### config.mk
export PLATFORM = sky130hd
export DESIGN_NAME = rex_game_ctrl
export DESIGN_NICKNAME = d
export VERILOG_FILES = /design/src/rtl/rex_game_ctrl.sv
export SDC_FILE = /design/constraint.sdc
export NUM_CORES = 1
export LEC_CHECK = 0
export CELL_PAD_IN_SITES_DETAIL_PLACEMENT = 0
export CELL_PAD_IN_SITES_GLOBAL_PLACEMENT = 1
export CORE_UTILIZATION = 45
export DETAILED_ROUTE_END_ITERATION = 10
export PLACE_DENSITY = 0.92
export SYNTH_ARGS = -nofsm -noshare
export SYNTH_HDL_FRONTEND = slang
export SYNTH_SLANG_ARGS = --single-unit
### constraint.sdc
create_clock -name clk -period 11.6 [get_ports clk]
set_input_delay 2.9 -clock clk [delete_from_list [all_inputs] [get_ports clk]]
set_output_delay 2.9 -clock clk [all_outputs]
set_load 0.005 [all_outputs]
### src/rtl/rex_game_ctrl.sv
// Game-logic stage for the rex runner: rex jump physics, obstacle scroll,
// collision, score and game state. Everything advances on frame_tick only.
//   state | meaning
//   IDLE  | waiting for the first press, nothing moves
//   RUN   | physics, scroll and collision active
//   OVER  | positions frozen; restart accepted once hold reaches 0
module rex_game_ctrl #(
  parameter int SPAWN_X   = 256,
  parameter int SPEED     = 4,
  parameter int JUMP_V0   = 8,
  parameter int GRAVITY   = 1,
  parameter int REX_LEFT  = 8,
  parameter int REX_W     = 24,
  parameter int OBST_W    = 16,
  parameter int OBST_H    = 28,
  parameter int OVER_HOLD = 32
) (
  input  logic        clk,
  input  logic        rstn,
  input  logic        frame_tick,
  input  logic        btn_jump,
  output logic [15:0] rex_down,
  output logic [15:0] obstacle_left,
  output logic [1:0]  game_state,
  output logic [15:0] score
);

  typedef enum logic [1:0] {
    ST_IDLE = 2'd0,
    ST_RUN  = 2'd1,
    ST_OVER = 2'd2,
    ST_BAD  = 2'd3
  } state_e;

  localparam logic [15:0]        SPAWN_U     = 16'(SPAWN_X);
  localparam logic [15:0]        JUMP_U      = 16'(JUMP_V0);
  localparam logic signed [7:0]  VEL_LAUNCH  = 8'(JUMP_V0 - GRAVITY);
  localparam logic signed [7:0]  GRAVITY_V   = 8'(GRAVITY);
  localparam logic signed [16:0] SPEED_S     = 17'(SPEED);
  localparam logic signed [16:0] OBST_LIM_S  = 17'(-OBST_W);
  localparam logic signed [16:0] OBST_W_S    = 17'(OBST_W);
  localparam logic signed [16:0] REX_LEFT_S  = 17'(REX_LEFT);
  localparam logic signed [16:0] REX_RIGHT_S = 17'(REX_LEFT + REX_W);
  localparam logic signed [16:0] OBST_H_S    = 17'(OBST_H);
  localparam logic [15:0]        HOLD_U      = 16'(OVER_HOLD);

  logic              btn_s1_q, btn_s2_q, btn_s3_q;
  logic              pending_q, pending_d;
  logic [15:0]       rex_q, rex_d;
  logic signed [7:0] vel_q, vel_d;
  logic [15:0]       obst_q, obst_d;
  logic [15:0]       score_q, score_d;
  logic [15:0]       hold_q, hold_d;
  state_e            state_q, state_d;

  logic               edge_det, press, hit;
  logic signed [16:0] nd, nx, ox;

  always_comb begin
    edge_det  = btn_s2_q & ~btn_s3_q;
    press     = pending_q | edge_det;
    pending_d = frame_tick ? 1'b0 : press;
    rex_d     = rex_q;
    vel_d     = vel_q;
    obst_d    = obst_q;
    score_d   = score_q;
    hold_d    = hold_q;
    state_d   = state_q;
    nd        = 17'sd0;
    nx        = 17'sd0;
    ox        = 17'sd0;
    hit       = 1'b0;
    if (frame_tick) begin
      case (state_q)
        ST_IDLE: begin
          if (press) state_d = ST_RUN;
        end
        ST_RUN: begin
          if (rex_q == 16'd0 && vel_q == 8'sd0) begin
            if (press) begin
              rex_d = JUMP_U;
              vel_d = VEL_LAUNCH;
            end
          end else begin
            nd = $signed({1'b0, rex_q}) + $signed({{9{vel_q[7]}}, vel_q});
            if (nd <= 17'sd0) begin
              rex_d = 16'd0;
              vel_d = 8'sd0;
            end else begin
              rex_d = nd[15:0];
              vel_d = vel_q - GRAVITY_V;
            end
          end
          nx = $signed({obst_q[15], obst_q}) - SPEED_S;
          if (nx <= OBST_LIM_S) begin
            obst_d = SPAWN_U;
            if (score_q != 16'hFFFF) score_d = score_q + 16'd1;
          end else begin
            obst_d = nx[15:0];
          end
          // Collision is judged on the freshly computed positions.
          ox  = $signed({obst_d[15], obst_d});
          hit = (ox < REX_RIGHT_S) && ((ox + OBST_W_S) > REX_LEFT_S) &&
                ($signed({1'b0, rex_d}) < OBST_H_S);
          if (hit) begin
            state_d = ST_OVER;
            hold_d  = HOLD_U;
          end
        end
        ST_OVER: begin
          if (press && hold_q == 16'd0) begin
            rex_d   = 16'd0;
            vel_d   = 8'sd0;
            obst_d  = SPAWN_U;
            score_d = 16'd0;
            state_d = ST_RUN;
          end else if (hold_q != 16'd0) begin
            hold_d = hold_q - 16'd1;
          end
        end
        default: state_d = ST_IDLE;
      endcase
    end
  end

  // Synchronizer resets high so a button held through reset yields no edge.
  always_ff @(posedge clk or negedge rstn) begin
    if (!rstn) begin
      btn_s1_q  <= 1'b1;
      btn_s2_q  <= 1'b1;
      btn_s3_q  <= 1'b1;
      pending_q <= 1'b0;
      rex_q     <= 16'd0;
      vel_q     <= 8'sd0;
      obst_q    <= SPAWN_U;
      score_q   <= 16'd0;
      hold_q    <= 16'd0;
      state_q   <= ST_IDLE;
    end else begin
      btn_s1_q  <= btn_jump;
      btn_s2_q  <= btn_s1_q;
      btn_s3_q  <= btn_s2_q;
      pending_q <= pending_d;
      rex_q     <= rex_d;
      vel_q     <= vel_d;
      obst_q    <= obst_d;
      score_q   <= score_d;
      hold_q    <= hold_d;
      state_q   <= state_d;
    end
  end

  assign rex_down      = rex_q;
  assign obstacle_left = obst_q;
  assign game_state    = state_q;
  assign score         = score_q;

endmodule
**Word level (Yosys, flattened, before mapping)**

Cells that the tools add are included.

- Register bits after elaboration: 78
- Bits in latches: 0
- Memory bits (writable): 0
- Memory bits (read-only): 0
- Input port bits: 4
- Output and inout port bits: 50
- Memories kept: 0

- Add/sub/neg operators: 6
- Multiply operators: 0
- Divide/modulo/power cells: 0
- Order comparisons: 5
- Equal/unequal tests: 11
- Shifts and indexed selects: 0
- Multiplexer cells: 29
- Bitwise operators: 3
- Reductions and logical operators: 15

Operators with widths:

| cell | number |
|---|---|
| $mux W16 | 15 |
| $pmux W16 S2 | 4 |
| $logic_not A16 Y1 | 2 |
| $mux W8 | 4 |
| $add A16 B6 Y17 const B | 1 |
| $add A17 B8 Y17 | 1 |
| $gt A17 B5 Y1 const B | 1 |
| $le A17 B1 Y1 const B | 1 |
| $le A17 B5 Y1 const B | 1 |
| $sub A16 B4 Y17 const B | 1 |
| $add A16 B1 Y16 const B | 1 |
| $lt A16 B5 Y1 const B | 1 |
| $lt A16 B7 Y1 const B | 1 |
| $ne A16 B16 Y1 const B | 1 |
| $pmux W8 S2 | 1 |
| $reduce_bool A16 Y1 | 1 |
| $sub A16 B1 Y16 const B | 1 |
| $ne A2 B2 Y1 const B | 7 |
| $reduce_and A5 Y1 | 2 |
| $logic_not A8 Y1 | 1 |
| $reduce_and A4 Y1 | 2 |
| $sub A8 B2 Y8 const B | 1 |
| $mux W2 | 3 |
| $pmux W2 S3 | 1 |
| 11 further kinds | 14 |

**Logic depth before layout (Yosys ltp)**

Gate-level depths: netlist (run 1).

- Depth after elaboration: 11
- Depth in mapped cells: 22

**Worst setup path after synthesis (run 1)**

OpenSTA, ideal clock, no wires.

- Path kind: register to register
- From: reg obst_q[2] (netlist: obstacle_left[2])
- To: reg hold_q[14]
- Arrival: 4.912 ns
- Required time: 11.522 ns
- Setup slack: 6.610 ns
- Cell stages (with the launch flop): 21
- Clock period less this slack: 4.990 ns
- Path through: dfrtp_1 -> clkbuf_1 -> inv_1 -> ha_1 -> or4b_4 -> nor3_2 -> xor2_2 -> nand4b_4 -> o32a_1 -> nor2_1 -> ha_1 -> nand2b_1 -> mux2i_1 -> o21ai_0 -> or4_1 -> o2111a_1 -> a31oi_2 -> a21boi_2 -> buf_6 -> or4_1 -> a21oi_1

- Cells in the longest elaborated chain, start to end: 11
- Elaborated cells between the ends (all ways): 12

RTL lines:

| what | line | text |
|---|---|---|
| start: declaration | 51 | `logic [15:0] obst_q, obst_d;` |
| start signal: assignment | 146 | `obst_q <= obst_d;` |
| $sub A16 B4 Y17 * | 94 | `nx = $signed({obst_q[15], obst_q}) - SPEED_S;` |
| $le A17 B5 Y1 | 95 | `if (nx <= OBST_LIM_S) begin` |
| $mux W16 * | 95 |  |
| $mux W16 * | 74 | `case (state_q)` |
| $mux W16 * | 73 | `if (frame_tick) begin` |
| $add A16 B6 Y17 | 103 | `hit = (ox < REX_RIGHT_S) && ((ox + OBST_W_S) > REX_LEFT_S) &&` |
| $gt A17 B5 Y1 | 103 |  |
| $logic_and A1 B1 Y1 * (2 in a row) | 103 |  |
| $ne A2 B2 Y1 (no line) * | -- |  |
| $reduce_and A5 Y1 (no line) * | -- |  |
| end signal: assignment | 148 | `hold_q <= hold_d;` |
| end: declaration | 53 | `logic [15:0] hold_q, hold_d;` |

Every way passes the cells marked *; elsewhere a longest branch is shown, timed or not. The select of a mux whose other input is x is not followed.
A chain may end at the register's enable or synchronous reset.

**Worst setup path after layout (run 1)**

- From: reg obst_q[2] (netlist: obstacle_left[2])
- To: reg hold_q[5]

The elaborated chain is that of the path after synthesis.

==> results of run 1 <==
stage by stage:
step | util | instances
global route | 0.534 | 858
global placement | 0.511 | 842
CTS | 0.534 | 858
floorplan | - | 653
finish | 0.534 | 858
detailed placement | 0.511 | 842
kinds of logic (layout without fill, tap and decap cells):
| kind of cell | after synthesis | in the layout | share of synthesized area |
|---|---|---|---|
| compound gates | 180 | 180 | 0.210 |
| buf+inv | 59 | 96 | 0.0438 |
| simple gates | 267 | 267 | 0.264 |
| flops | 78 | 78 | 0.351 |
| fa+ha+maj | 27 | 27 | 0.0620 |
| mux | 6 | 6 | 0.0108 |
| xor+xnor | 36 | 36 | 0.0579 |
synth_stat cells, drive strengths merged, types with 13 or more instances:
cell    instances
clkbuf         26
a21oi          40
nor2           52
o21ai          59
inv            27
nand3          23
ha             26
nor3           29
nor4           13
dfrtp          74
or3            22
xnor2          27
nand2          54
final cells by class:
type	count	area, um^2
well taps	168	210
multi-input cells	516	3370
clock buffers	11	243
flip-flops and latches	78	1960
inverters	27	101
fillers	1117	5620
clock inverters	5	35.0
repair buffers	53	528
path summary, 6_finish.rpt:
kind	end	slack, ns	depth (start not counted)
max in group asynchronous	hold_q[15]	8.23	1
max reg2reg	hold_q[5]	5.64	18
min in group asynchronous	obstacle_left[7]	2.73	1
min	btn_s2_q	0.36	0
min reg2reg	btn_s2_q	0.36	0
max	hold_q[5]	5.64	18
sequential cells by signal, summed over array words and instances (netlist names):
signal / cells
rex_down: 16
pending_q: 1
hold_q: 16
game_state: 2
btn_s2_q: 1
btn_s1_q: 1
vel_q: 8
obstacle_left: 16
btn_s3_q: 1
score: 16
power breakdown:
part           switching (uW)  internal [uW]  leakage, uW  total [uW]
clock                     120            151     0.000135         271
sequential                143            361      0.00101         503
combinational             545            413      0.00151         958
total                     808            925      0.00265        1730
layer usage:
layer / vias up / wire length (um) / GRT usage
li1: 2476 / - / -
met1: 2513 / 6800 / 0.321
met2: 148 / 6890 / 0.373
met3: 22 / 571 / 0.0279
met4: 0 / 284 / 0.0947
met5: - / 0 / 0
worst max-delay path: stages (launching register included):
cell	delay, ns
dfrtp_1	0.54
inv_1	0.12
ha_1	0.39
nor4b_4	0.53
nand4_1	0.30
nor2_1	0.31
a21oi_1	0.15
o32a_1	0.42
nor2_1	0.20
ha_1	0.22
a311o_1	0.17
a41oi_1	0.04
or4b_2	0.61
nor3_1	0.15
o2111a_1	0.22
a31oi_2	0.14
a21boi_2	0.86
nor3_1	0.10
or3b_1	0.37
==> results.toml, run 1 <==
[synthesis]
ys.flop_type = "dfrtp_1"
synth_nets = 684
synthArstFlopShare = 1.00
synth_area_per_cell_um2 = 8.53
synth_top_area_share = 0.332
yosysTopAreaCell = "dfrtp_1"
ys_warn_count = 0
synth_edf_count = 0
synthesis.area_um2 = 5570
ys_types = 77
seq_area_frac_synth = 0.351
synth_seq_cells = 78
synthTopCellsByArea = "dfrtp_1 33%, ha_1 5.8%, o21ai_0 5.2%"
synthCells = 653

[critical_path]
cp-startpoint = "obstacle_left[2]"
crit_type = "flip-flop to flip-flop"
r2r-start = "obstacle_left[2]"
worstPathRequired_ns = 11.82
startpoint_type = "flip-flop"
cp.arrival_ns = 6.18
cp_max_fo = 30
endpoint_kind = "flip-flop"

[cells_and_area]
mostFrequentLayoutCells = "74 x dfrtp_1, 58 x o21ai_0, 54 x nand2_1, 52 x nor2_1, 52 x clkdlybuf4s50_1"
finalNetCount = 716
final_common_cell = "dfrtp_1"
antenna_cells = 0
drive_gt1_frac = 0.0507
final_cell_area_um2 = 6450
area_growth_pct = 15.7

[timing]
worst_slack_ns = 5.64
tightest_slew_ns = 1.12
worst_hold_slack_ns = 0.357
max_clock_freq_ghz = 0.168
final.min_clock_period_ns = 5.96
slew_viol_final = 0
rsz0062_at_grt = "false"
slew_headroom = 0.250
layout_worst_path_cycle_share = 0.514
setup_viol = 0
clock_skew_ns = 0.00905
finalSetupTns_ns = 0
hold_violations = 0

[detailed_routing]
wl_um = 14500
drc = 0
wire_per_inst_um = 17.0
first_pass_iters = 5
drt_iter0_markers = 413
routed_via_density = 6.01
drtAntennaViolNets = 0
num_vias = 5159

[clock_tree]
h-tree-depth = 3
insertion_delay_ns = 0.35
cts-resized-gates = 0
postCtsSetupBuffers = 0
numCtsBuffers = 9
cts_root_buf = "clkbuf_16"
cts_tree = "done"
clockBufferDepth = 2
cts-hold-fix-buffers = 0
cts_sinks = 78
clk_pin_slew_ns = 0.06

[die]
rows = 40
io_pins = 54
initial_utilization = 0.462
die_area_um2 = 12800
die_x_um = 113
fp.dieH_um = 113
core_area_um2 = 12100

[grt]
grt_pass1_vias = 4776
overflow = 0
grt_usage = 0.233
antenna_found_initial = 0
grt_pass1_wl_um = 24000
grt_max_degree = 79

[pwr]
irDropWorstVdd_mv = 0.119
leakagePower_uw = 0.00265
p_total_uw = 1730
power_density_nw_per_um2 = 269

[min_path]
hold_class = "flip-flop to flip-flop"
min_from = "btn_s1_q"

[placed_design]
place_hpwl_um = 10100
gp_congestion = 0.951
portBuffers = 53
place_ws_ns = 5.70
post_dp_cell_area_um2 = 6170

[flow_run]
maxCapViolCount = 0

[run_status]
status = "finished, final reports clean"
Power figures use the tool's default switching activity.
==> run 2, diff against run 1 <==
Settings changed: CORE_UTILIZATION 45 to 40, PLACE_DENSITY 0.92 to 0.87.
Clock period 11.6 ns to 5.2 ns, I/O delays scaled along.
==> run 2 against run 1 <==
  * Routed wire length is 4.1% higher
  * Clock-buffer cell count is 2 lower
  * Core utilization is 2.9 points lower
  * Largest power group unchanged
==> results.toml, run 2 (synthesis results as in run 1) <==
[clock_tree]
clockBufferDepth = 2
clk_pin_slew_ns = 0.07
cts_tree = "done"
cts_sinks = 78
insertion_delay_ns = 0.34
cts_root_buf = "clkbuf_16"
h-tree-depth = 3
numCtsBuffers = 9

[die]
die_area_um2 = 14400
rows = 42
fp.dieH_um = 120
die_x_um = 120
io_pins = 54
initial_utilization = 0.416
core_area_um2 = 13400

[timing]
setup_viol = 0
layout_worst_path_cycle_share = 0.949
slew_viol_final = 0
tightest_slew_ns = 1.02
worst_slack_ns = 0.266
worst_hold_slack_ns = 0.370
slew_headroom = 0.318
final.min_clock_period_ns = 4.93
max_clock_freq_ghz = 0.203
hold_violations = 0
clock_skew_ns = 0.00919

[critical_path]
crit_buf_inv = 2
worstPathRequired_ns = 5.42
cpPeakStageDelay_ns = 0.62
cp_max_fo = 12
cp.arrival_ns = 5.16
cpLargestDelayFamily = "simple AND/OR/NAND/NOR gates"
crit_type = "flip-flop to flip-flop"
endpoint_kind = "flip-flop"
crit_chain = "inv_1 > ha_2 > or4b_4 > nor3_4 > xor2_2 > nand4b_4 > o32a_1 > nor2_2 > ha_2 > a311o_1 > a41oi_1 > or4b_2 > nor3_1 > o2111a_1 > a31oi_4 > buf_4 > and3_1 > or3b_1"
cp_slowest_cell = "or4b_2"
startpoint_type = "flip-flop"
reg2reg_slack_ns = 0.27
cp_common_cell = "ha_2"

[pwr]
power_density_nw_per_um2 = 612
irDropWorstVdd_mv = 0.338
switchingPower_uw = 1890
leakagePower_uw = 0.00282
power_frac_comb = 0.583
pwr-share-clk = 0.159
power_frac_seq = 0.258
p_sw_frac = 0.457
p_int_uw = 2250

[grt]
use_met1 = 0.286
grt_pass1_wl_um = 25200
grt_max_degree = 79
antenna_found_initial = 0
grt_usage = 0.220
met3_usage = 0.0371
overflow = 0
top_usage_layer = "met2"
use_met2 = 0.372
grt_pass1_vias = 5035

[detailed_routing]
drc = 0
routed_via_density = 5.92
wl_um = 15200
wire_per_inst_um = 16.9
num_vias = 5301
drt_iter0_markers = 467
drtAntennaViolNets = 0
first_pass_iters = 5

[cells_and_area]
fin_util = 0.505
area_growth_pct = 21.5
drive_gt1_frac = 0.101
mostFrequentLayoutCells = "74 x dfrtp_1, 57 x o21ai_0, 54 x nand2_1, 52 x clkdlybuf4s50_1, 50 x nor2_1"
finalNetCount = 746
antenna_cells = 0
fillers = 1269
final_cell_area_um2 = 6770
final_common_cell = "dfrtp_1"

[run_status]
status = "finished, final reports clean"

[flow_run]
maxCapViolCount = 0

[placed_design]
portBuffers = 53
post_dp_cell_area_um2 = 6390
place_hpwl_um = 11100
gp_congestion = 0.935
place_ws_ns = 0.00922

[min_path]
hold_class = "flip-flop to flip-flop"
[run 2: worst paths after layout]
path / startpoint / endpoint / cells after the start
hold reg to reg: btn_s2_q / btn_s3_q / 0
hold / removal: btn_s2_q / btn_s3_q / 0
setup / recovery: obstacle_left[3] / hold_q[5] / 18
setup reg to reg: obstacle_left[3] / hold_q[5] / 18
max in group asynchronous: rstn / hold_q[13] / 1
min in group asynchronous: rstn / obstacle_left[7] / 1
[run 2: area by class of cell]
type	count	area [um^2]	area share
clock buffers	9	225	0.0333
clock inverters	7	80.1	0.0118
inverters	27	101	0.0150
multi-input cells	516	3430	0.507
flip-flops and latches	78	1960	0.289
well taps	176	220	0.0325
repair buffers	83	757	0.112
[run 2: power by group through the flow]
stage | Sequential (uW) | Clock (uW) | Combinational, uW
floorplan | 984 | 0 | 1600
global placement | 1060 | 0 | 2270
detailed placement | 1070 | 0 | 2320
CTS | 1060 | 672 | 2340
global route | 1100 | 695 | 2670
finish | 1070 | 660 | 2420
[run 2: layer usage]
| layer | part of all wire | wire length, um |
|---|---|---|
| met1 | 0.45 | 6810 |
| met2 | 0.49 | 7400 |
| met3 | 0.048 | 726 |
| met5 | 0 | 0 |
| met4 | 0.014 | 212 |
[run 2: timing repair]
item | in CTS | in global routing
pin swaps | 0 | 6
buffers inserted | 0 | 2
hold buffers | 0 | 0
endpoints found under the setup margin | 1 | 17
resized for setup | 1 | 14
[run 2: through the flow]
stage	setup TNS [ns]	std cells	total power, uW
after floorplan	0	653	2590
after global placement	0	878	3330
after detailed placement	0	878	3390
after CTS	0	894	4070
after global routing	-0.0232	896	4470
final	0	896	4140
==> run 3, diff against run 2 <==
Settings changed: CTS_CLUSTER_SIZE from default to 24.
==> results of run 3 <==
The final DEF is identical to that of run 2; final timing and power are the same.
